===== config.mk =====
export PLATFORM = sky130hd
export DESIGN_NAME = id_ex_pipeline_register
export DESIGN_NICKNAME = d
export VERILOG_FILES = /design/src/rtl/rv32i_pkg.sv /design/src/rtl/load_use_hazard_unit.sv /design/src/rtl/id_ex_pipeline_register.sv
export SDC_FILE = /design/constraint.sdc
export NUM_CORES = 1
export LEC_CHECK = 0
export ABC_AREA = 1
export CAP_MARGIN = 15
export CORE_MARGIN = 3
export CORE_UTILIZATION = 47
export CTS_CLUSTER_DIAMETER = 50
export DETAILED_ROUTE_END_ITERATION = 6
export HOLD_SLACK_MARGIN = 0.08
export PLACE_DENSITY = 0.85
export SLEW_MARGIN = 20
export SYNTH_ARGS = -nofsm -noshare
export SYNTH_HDL_FRONTEND = slang
export SYNTH_HIERARCHICAL = 1
export SYNTH_SLANG_ARGS = --single-unit

===== constraint.sdc =====
create_clock -name clk -period 3 [get_ports clk]
set_input_delay 0.45 -clock clk [delete_from_list [all_inputs] [get_ports clk]]
set_output_delay 0.45 -clock clk [all_outputs]
set_load 0.01 [all_outputs]

===== src/rtl/rv32i_pkg.sv =====
// Shared RV32I definitions: datapath widths, ALU operation classes and the
// decode-to-execute control bundle with its bubble encoding.
package rv32i_pkg;

   localparam int XLEN       = 32;
   localparam int REG_ADDR_W = 5;

   // Operation class produced by the main decoder, refined by alu_controller
   typedef enum logic [2:0] {
      ALU_OP_LOAD_STORE = 3'd0,
      ALU_OP_BRANCH     = 3'd1,
      ALU_OP_R_TYPE     = 3'd2,
      ALU_OP_I_TYPE     = 3'd3,
      ALU_OP_LUI        = 3'd4,
      ALU_OP_AUIPC      = 3'd5,
      ALU_OP_JUMP       = 3'd6,
      ALU_OP_NONE       = 3'd7
   } alu_op_e;

   typedef struct packed {
      logic        valid;
      logic        mem_read;
      logic        mem_write;
      logic        reg_write;
      logic [2:0]  func_3;
      logic        func_7_bit_6;
      alu_op_e     alu_operations_selector;
   } id_ex_ctrl_t;

   localparam id_ex_ctrl_t BUBBLE = '{
      valid                   : 1'b0,
      mem_read                : 1'b0,
      mem_write               : 1'b0,
      reg_write               : 1'b0,
      func_3                  : 3'b000,
      func_7_bit_6            : 1'b0,
      alu_operations_selector : ALU_OP_LOAD_STORE
   };

endpackage


===== src/rtl/load_use_hazard_unit.sv =====
// Combinational load-use detector: a valid load in EX whose non-zero rd is
// read by the valid instruction currently in decode.
module load_use_hazard_unit #(
   parameter int REG_ADDR_W = 5
) (
   input  logic                  ex_valid,
   input  logic                  ex_mem_read,
   input  logic [REG_ADDR_W-1:0] ex_rd_addr,
   input  logic                  id_valid,
   input  logic                  id_uses_rs1,
   input  logic [REG_ADDR_W-1:0] id_rs1_addr,
   input  logic                  id_uses_rs2,
   input  logic [REG_ADDR_W-1:0] id_rs2_addr,
   output logic                  hazard
);

   logic load_in_ex_s;
   logic rs1_match_s;
   logic rs2_match_s;

   // Compare decode source registers against the destination of the load in EX
   always_comb begin
      load_in_ex_s = ex_valid & ex_mem_read & (ex_rd_addr != {REG_ADDR_W{1'b0}});
      rs1_match_s  = id_uses_rs1 & (id_rs1_addr == ex_rd_addr);
      rs2_match_s  = id_uses_rs2 & (id_rs2_addr == ex_rd_addr);
      hazard       = load_in_ex_s & id_valid & (rs1_match_s | rs2_match_s);
   end

endmodule


===== src/rtl/id_ex_pipeline_register.sv =====
// Decode-to-execute pipeline register with load-use interlock and a
// saturating counter of the bubbles the interlock inserts.
module id_ex_pipeline_register #(
   parameter int XLEN       = rv32i_pkg::XLEN,
   parameter int REG_ADDR_W = rv32i_pkg::REG_ADDR_W,
   parameter int CNT_W      = 32
) (
   input  logic                  clk,
   input  logic                  rst_n,
   input  logic                  id_valid,
   input  logic [XLEN-1:0]       id_pc,
   input  logic [XLEN-1:0]       id_rs1_data,
   input  logic [XLEN-1:0]       id_rs2_data,
   input  logic [XLEN-1:0]       id_imm,
   input  logic [REG_ADDR_W-1:0] id_rs1_addr,
   input  logic [REG_ADDR_W-1:0] id_rs2_addr,
   input  logic [REG_ADDR_W-1:0] id_rd_addr,
   input  logic                  id_uses_rs1,
   input  logic                  id_uses_rs2,
   input  logic [2:0]            id_func_3,
   input  logic                  id_func_7_bit_6,
   input  logic [2:0]            id_alu_operations_selector,
   input  logic                  id_mem_read,
   input  logic                  id_mem_write,
   input  logic                  id_reg_write,
   input  logic                  ex_flush,
   input  logic                  ex_stall_in,
   input  logic                  bubble_count_clr,
   output logic                  load_use_stall,
   output logic                  ex_valid,
   output logic [XLEN-1:0]       ex_pc,
   output logic [XLEN-1:0]       ex_rs1_data,
   output logic [XLEN-1:0]       ex_rs2_data,
   output logic [XLEN-1:0]       ex_imm,
   output logic [REG_ADDR_W-1:0] ex_rs1_addr,
   output logic [REG_ADDR_W-1:0] ex_rs2_addr,
   output logic [REG_ADDR_W-1:0] ex_rd_addr,
   output logic [2:0]            ex_func_3,
   output logic                  ex_func_7_bit_6,
   output logic [2:0]            ex_alu_operations_selector,
   output logic                  ex_mem_read,
   output logic                  ex_mem_write,
   output logic                  ex_reg_write,
   output logic [CNT_W-1:0]      bubble_count
);

   import rv32i_pkg::*;

   localparam logic [CNT_W-1:0] CNT_MAX  = {CNT_W{1'b1}};
   localparam logic [CNT_W-1:0] CNT_ONE  = {{(CNT_W-1){1'b0}}, 1'b1};
   localparam logic [CNT_W-1:0] CNT_ZERO = {CNT_W{1'b0}};
   localparam logic [XLEN-1:0]  X_ZERO   = {XLEN{1'b0}};
   localparam logic [REG_ADDR_W-1:0] A_ZERO = {REG_ADDR_W{1'b0}};

   id_ex_ctrl_t           ctrl_r, ctrl_n_s;
   logic [XLEN-1:0]       pc_r, pc_n_s;
   logic [XLEN-1:0]       rs1_data_r, rs1_data_n_s;
   logic [XLEN-1:0]       rs2_data_r, rs2_data_n_s;
   logic [XLEN-1:0]       imm_r, imm_n_s;
   logic [REG_ADDR_W-1:0] rs1_addr_r, rs1_addr_n_s;
   logic [REG_ADDR_W-1:0] rs2_addr_r, rs2_addr_n_s;
   logic [REG_ADDR_W-1:0] rd_addr_r, rd_addr_n_s;
   logic [CNT_W-1:0]      cnt_r, cnt_n_s;
   logic                  hazard_s;
   logic                  insert_bubble_s;

   load_use_hazard_unit #(
      .REG_ADDR_W (REG_ADDR_W)
   ) u_hazard (
      .ex_valid    (ctrl_r.valid),
      .ex_mem_read (ctrl_r.mem_read),
      .ex_rd_addr  (rd_addr_r),
      .id_valid    (id_valid),
      .id_uses_rs1 (id_uses_rs1),
      .id_rs1_addr (id_rs1_addr),
      .id_uses_rs2 (id_uses_rs2),
      .id_rs2_addr (id_rs2_addr),
      .hazard      (hazard_s)
   );

   // A flush already kills the consumer, so no front-end hold is requested then
   always_comb begin
      load_use_stall  = hazard_s & ~ex_flush;
      insert_bubble_s = hazard_s & ~ex_flush & ~ex_stall_in;
   end

   // Next-state selection: stall holds, flush or hazard bubbles, else capture
   always_comb begin
      ctrl_n_s     = ctrl_r;
      pc_n_s       = pc_r;
      rs1_data_n_s = rs1_data_r;
      rs2_data_n_s = rs2_data_r;
      imm_n_s      = imm_r;
      rs1_addr_n_s = rs1_addr_r;
      rs2_addr_n_s = rs2_addr_r;
      rd_addr_n_s  = rd_addr_r;
      if (ex_stall_in) begin
         ctrl_n_s = ctrl_r;
      end else if (ex_flush || hazard_s) begin
         ctrl_n_s     = BUBBLE;
         pc_n_s       = X_ZERO;
         rs1_data_n_s = X_ZERO;
         rs2_data_n_s = X_ZERO;
         imm_n_s      = X_ZERO;
         rs1_addr_n_s = A_ZERO;
         rs2_addr_n_s = A_ZERO;
         rd_addr_n_s  = A_ZERO;
      end else begin
         // Side-effecting controls are gated so an empty slot never commits
         ctrl_n_s.valid                   = id_valid;
         ctrl_n_s.mem_read                = id_mem_read & id_valid;
         ctrl_n_s.mem_write               = id_mem_write & id_valid;
         ctrl_n_s.reg_write               = id_reg_write & id_valid;
         ctrl_n_s.func_3                  = id_func_3;
         ctrl_n_s.func_7_bit_6            = id_func_7_bit_6;
         ctrl_n_s.alu_operations_selector = alu_op_e'(id_alu_operations_selector);
         pc_n_s       = id_pc;
         rs1_data_n_s = id_rs1_data;
         rs2_data_n_s = id_rs2_data;
         imm_n_s      = id_imm;
         rs1_addr_n_s = id_rs1_addr;
         rs2_addr_n_s = id_rs2_addr;
         rd_addr_n_s  = id_rd_addr;
      end
   end

   // Bubble counter: clear wins, otherwise saturating increment per bubble
   always_comb begin
      cnt_n_s = cnt_r;
      if (bubble_count_clr) begin
         cnt_n_s = CNT_ZERO;
      end else if (insert_bubble_s && (cnt_r != CNT_MAX)) begin
         cnt_n_s = cnt_r + CNT_ONE;
      end else begin
         cnt_n_s = cnt_r;
      end
   end

   // Pipeline state and counter registers
   always_ff @(posedge clk or negedge rst_n) begin
      if (!rst_n) begin
         ctrl_r     <= BUBBLE;
         pc_r       <= X_ZERO;
         rs1_data_r <= X_ZERO;
         rs2_data_r <= X_ZERO;
         imm_r      <= X_ZERO;
         rs1_addr_r <= A_ZERO;
         rs2_addr_r <= A_ZERO;
         rd_addr_r  <= A_ZERO;
         cnt_r      <= CNT_ZERO;
      end else begin
         ctrl_r     <= ctrl_n_s;
         pc_r       <= pc_n_s;
         rs1_data_r <= rs1_data_n_s;
         rs2_data_r <= rs2_data_n_s;
         imm_r      <= imm_n_s;
         rs1_addr_r <= rs1_addr_n_s;
         rs2_addr_r <= rs2_addr_n_s;
         rd_addr_r  <= rd_addr_n_s;
         cnt_r      <= cnt_n_s;
      end
   end

   assign ex_valid                   = ctrl_r.valid;
   assign ex_mem_read                = ctrl_r.mem_read;
   assign ex_mem_write               = ctrl_r.mem_write;
   assign ex_reg_write               = ctrl_r.reg_write;
   assign ex_func_3                  = ctrl_r.func_3;
   assign ex_func_7_bit_6            = ctrl_r.func_7_bit_6;
   assign ex_alu_operations_selector = ctrl_r.alu_operations_selector;
   assign ex_pc                      = pc_r;
   assign ex_rs1_data                = rs1_data_r;
   assign ex_rs2_data                = rs2_data_r;
   assign ex_imm                     = imm_r;
   assign ex_rs1_addr                = rs1_addr_r;
   assign ex_rs2_addr                = rs2_addr_r;
   assign ex_rd_addr                 = rd_addr_r;
   assign bubble_count               = cnt_r;

endmodule


==> metrics.yaml <==
status: "completed"
vias_per_cell: 5.165
cpMaxStageDelayCell: "clkdlybuf4s50_1"
worst_pin_slew_ns: 0.6815
setup_tns_ns: 0
final_util: 0.7280
worst-path-buf-inv: 4
routedWlPerCell_um: 17.71
ys_seq_area_frac: 0.5507
postCtsHoldBufs: 1
yosys.area.top_type: "dfrtp_1"
clock_skew_ns: 0.01219
syn_inst: 1070
p_per_area_nw_per_um2: 470.2
die_w_um: 140.1
via_count: 8470
hold_start: "ex_stall_in"
htreeDepth: 4
clk_pin_slew_ns: 0.07
ys_ff_latch: 186
min_period_ns: 2.806
die_height_um: 140.1
ctsResizeCount: 0
synth.distinct_cells: 28
antenna_found_initial: 9
nets: 1556
avgSynthCellArea_um2: 7.899
wl_um: 29050
gp_congestion: 0.9324
min_path_type: "input port to flip-flop"
path_cells: "clkdlybuf4s50_1 > inv_1 > nand2_1 > nand2_1 > nor2_1 > nand3_1 > a21oi_2 > inv_1 > nor2_1 > clkdlybuf4s50_1"
r2r_end: "bubble_count[16]"
synth_area_um2: 8452
leakage_nw: 6.128
end_kind: "primary output"
ys_warn_count: 6
dpl.hpwl_um: 20980
grt_pass1_wl_um: 45510
grt_max_degree: 155
io_pins: 348
finalCritPeriodShare: 0.9353
clockBufferDepth: 2
crit_family: "buffers and inverters"
worstSetupPathType: "input port to primary output"
finalSetupViolCount: 0
whs_endpoint: "ex_rd_addr[2]"
clock_latency_ns: 0.43
tritoncts: "built"
worstPathArrival_ns: 2.36
hold_viol: 0
initial_utilization: 0.4836
cap_violations: 0
rsz0062_at_grt: "no"
clock_sinks: 186
cp.required_ns: 2.55
drive_above_1_share: 0.05757
drc: 0
post_cts_buffers: 0
fmaxAchievable_mhz: 356.4
placementRows: 48
drt_pass1_iterations: 5
die-area_um2: 19630
relSlewSlack: 0.5457
reg2regPathDepth: 15
vdd_drop_max_mv: 0.4022
root_buffer: "clkbuf_16"
areaGrowthSynthToFinish_pct: 50.54
worst_path_largest_cell_delay_ns: 0.57
core-area_um2: 17480
slew_viol_final: 0
reg2reg_slack_ns: 0.71
timing.rr.start: "ex_rd_addr[1]"
grt_pass1_vias: 8437
worstPathMaxFanout: 3
portBuffers: 347
synth_area_leaders: "dfrtp_1, nand2_1, nand3_1, nor2_1, clkbuf_1"
syn_nets: 1232
startpoint_type: "input port"
ant_nets: 0
synth_top_area_frac: 0.5507
cts_buffers: 17
grt_overflow: 0
grt_usage: 0.2940
hold_path_depth: 4
drt_iter0_markers: 636
-- cell usage after synthesis, drive strengths merged --
master	count
and2	1
dfrtp	186
nor2	73
buf	12
o21ai	9
clkbuf	45
nand3b	1
nand3	181
o21bai	2
xor2	7
inv	44
xnor2	3
ha	1
nand4	10
a21oi	8
nand2	486
clkinv	1
-- worst max-delay path by stage --
stage | startpoint | end | slack, ns | cells after the start
global placement | id_rs2_addr[4] | load_use_stall | 0.23 | 10
finish | id_rs2_addr[4] | load_use_stall | 0.19 | 10
global route | ex_rd_addr[1] | load_use_stall | 0.1 | 9
floorplan | ex_rd_addr[2] | bubble_count[26] | 1.11 | 16
detailed placement | id_rs2_addr[4] | load_use_stall | 0.21 | 10
CTS | id_rs2_addr[4] | load_use_stall | 0.21 | 10
-- flip-flops by register name, indices dropped and copies added (netlist names) --
name,flops
ex_imm,32
ex_mem_write,1
ex_rs2_data,32
ex_alu_operations_selector,3
ex_mem_read,1
ex_func_7_bit_6,1
bubble_count,32
ex_rd_addr,5
ex_rs2_addr,5
ex_reg_write,1
ex_rs1_addr,5
ex_rs1_data,32
ex_pc,32
ex_func_3,3
ex_valid,1
-- worst reg2reg max path, cell delays in order, from the launching register on --
cell      delay [ns]
dfrtp_1         0.49
inv_2           0.09
nand2_1         0.06
nand2_1         0.05
nor2_1          0.09
nand3_1         0.11
a21oi_2         0.22
inv_1           0.06
nor2_1          0.16
nand2_1         0.10
inv_1           0.09
nand2_2         0.07
nand2_4         0.14
clkinv_4        0.25
nand2_1         0.14
nand2_1         0.06
-- cell usage in the layout (no fill, tap or decap), types with 4 or more instances in the layout --
master             n
nand2_1          467
inv_2              4
diode_2            8
a21oi_1            7
clkdlybuf4s50_1  345
clkbuf_16         17
inv_1             39
o21ai_0            4
o21ai_1            5
buf_4             11
nand3_1          181
dfrtp_1          186
nand4_1           10
nor2_1            66
xor2_1             7
buf_12             4
nand2_2           17
-- routing by layer --
metal | track usage | vias up | part of all wire
met2 | 0.4816 | 358 | 0.50
met3 | 0.1028 | 60 | 0.088
met5 | 0.007519 | - | 0.00045
li1 | - | 4037 | -
met1 | 0.3469 | 4013 | 0.38
met4 | 0.1402 | 2 | 0.034
-- power by group --
group	switching [mW]	internal, mW	leakage (nW)
registers	0.101	2.67	2.45
clock network	1.04	1.13	0.272
logic	0.489	0.553	3.40
total	1.63	4.35	6.13
-- layout make-up --
| type | count | area, um2 |
|---|---|---|
| clock inverters | 13 | 110.1 |
| flip-flops and latches | 186 | 4654 |
| well taps | 225 | 281.5 |
| clock buffers | 19 | 452.9 |
| inverters | 45 | 176.4 |
| repair buffers | 362 | 3640 |
| diodes | 8 | 20.02 |
| multi-input cells | 782 | 3388 |
| fillers | 1299 | 4753 |
-- kinds of logic after synthesis --
logic type / synth area share
and+or+nand+nor: 0.3759
DFF: 0.5507
buffers and inverters: 0.04930
AOI/OAI and AO/OA: 0.01229
xor gates and xnor gates: 0.01036
adders and majority gates: 0.001480
-- metrics by stage --
stage               setup WS (ns)  power (mW)  instance area, um2  std cells  hold slack (ns)
floorplan                   1.111       3.137                8452       1070           0.1544
global placement           0.2338       3.828               12130       1599           0.4612
detailed placement         0.2103       3.849               12130       1599           0.4639
CTS                        0.2097       6.007               12700       1632           0.4259
global route              0.09817       6.223               12720       1640           0.4456
finish                     0.1940       5.983               12720       1640           0.4290
Note: power is estimated with default switching activity, not from simulation.
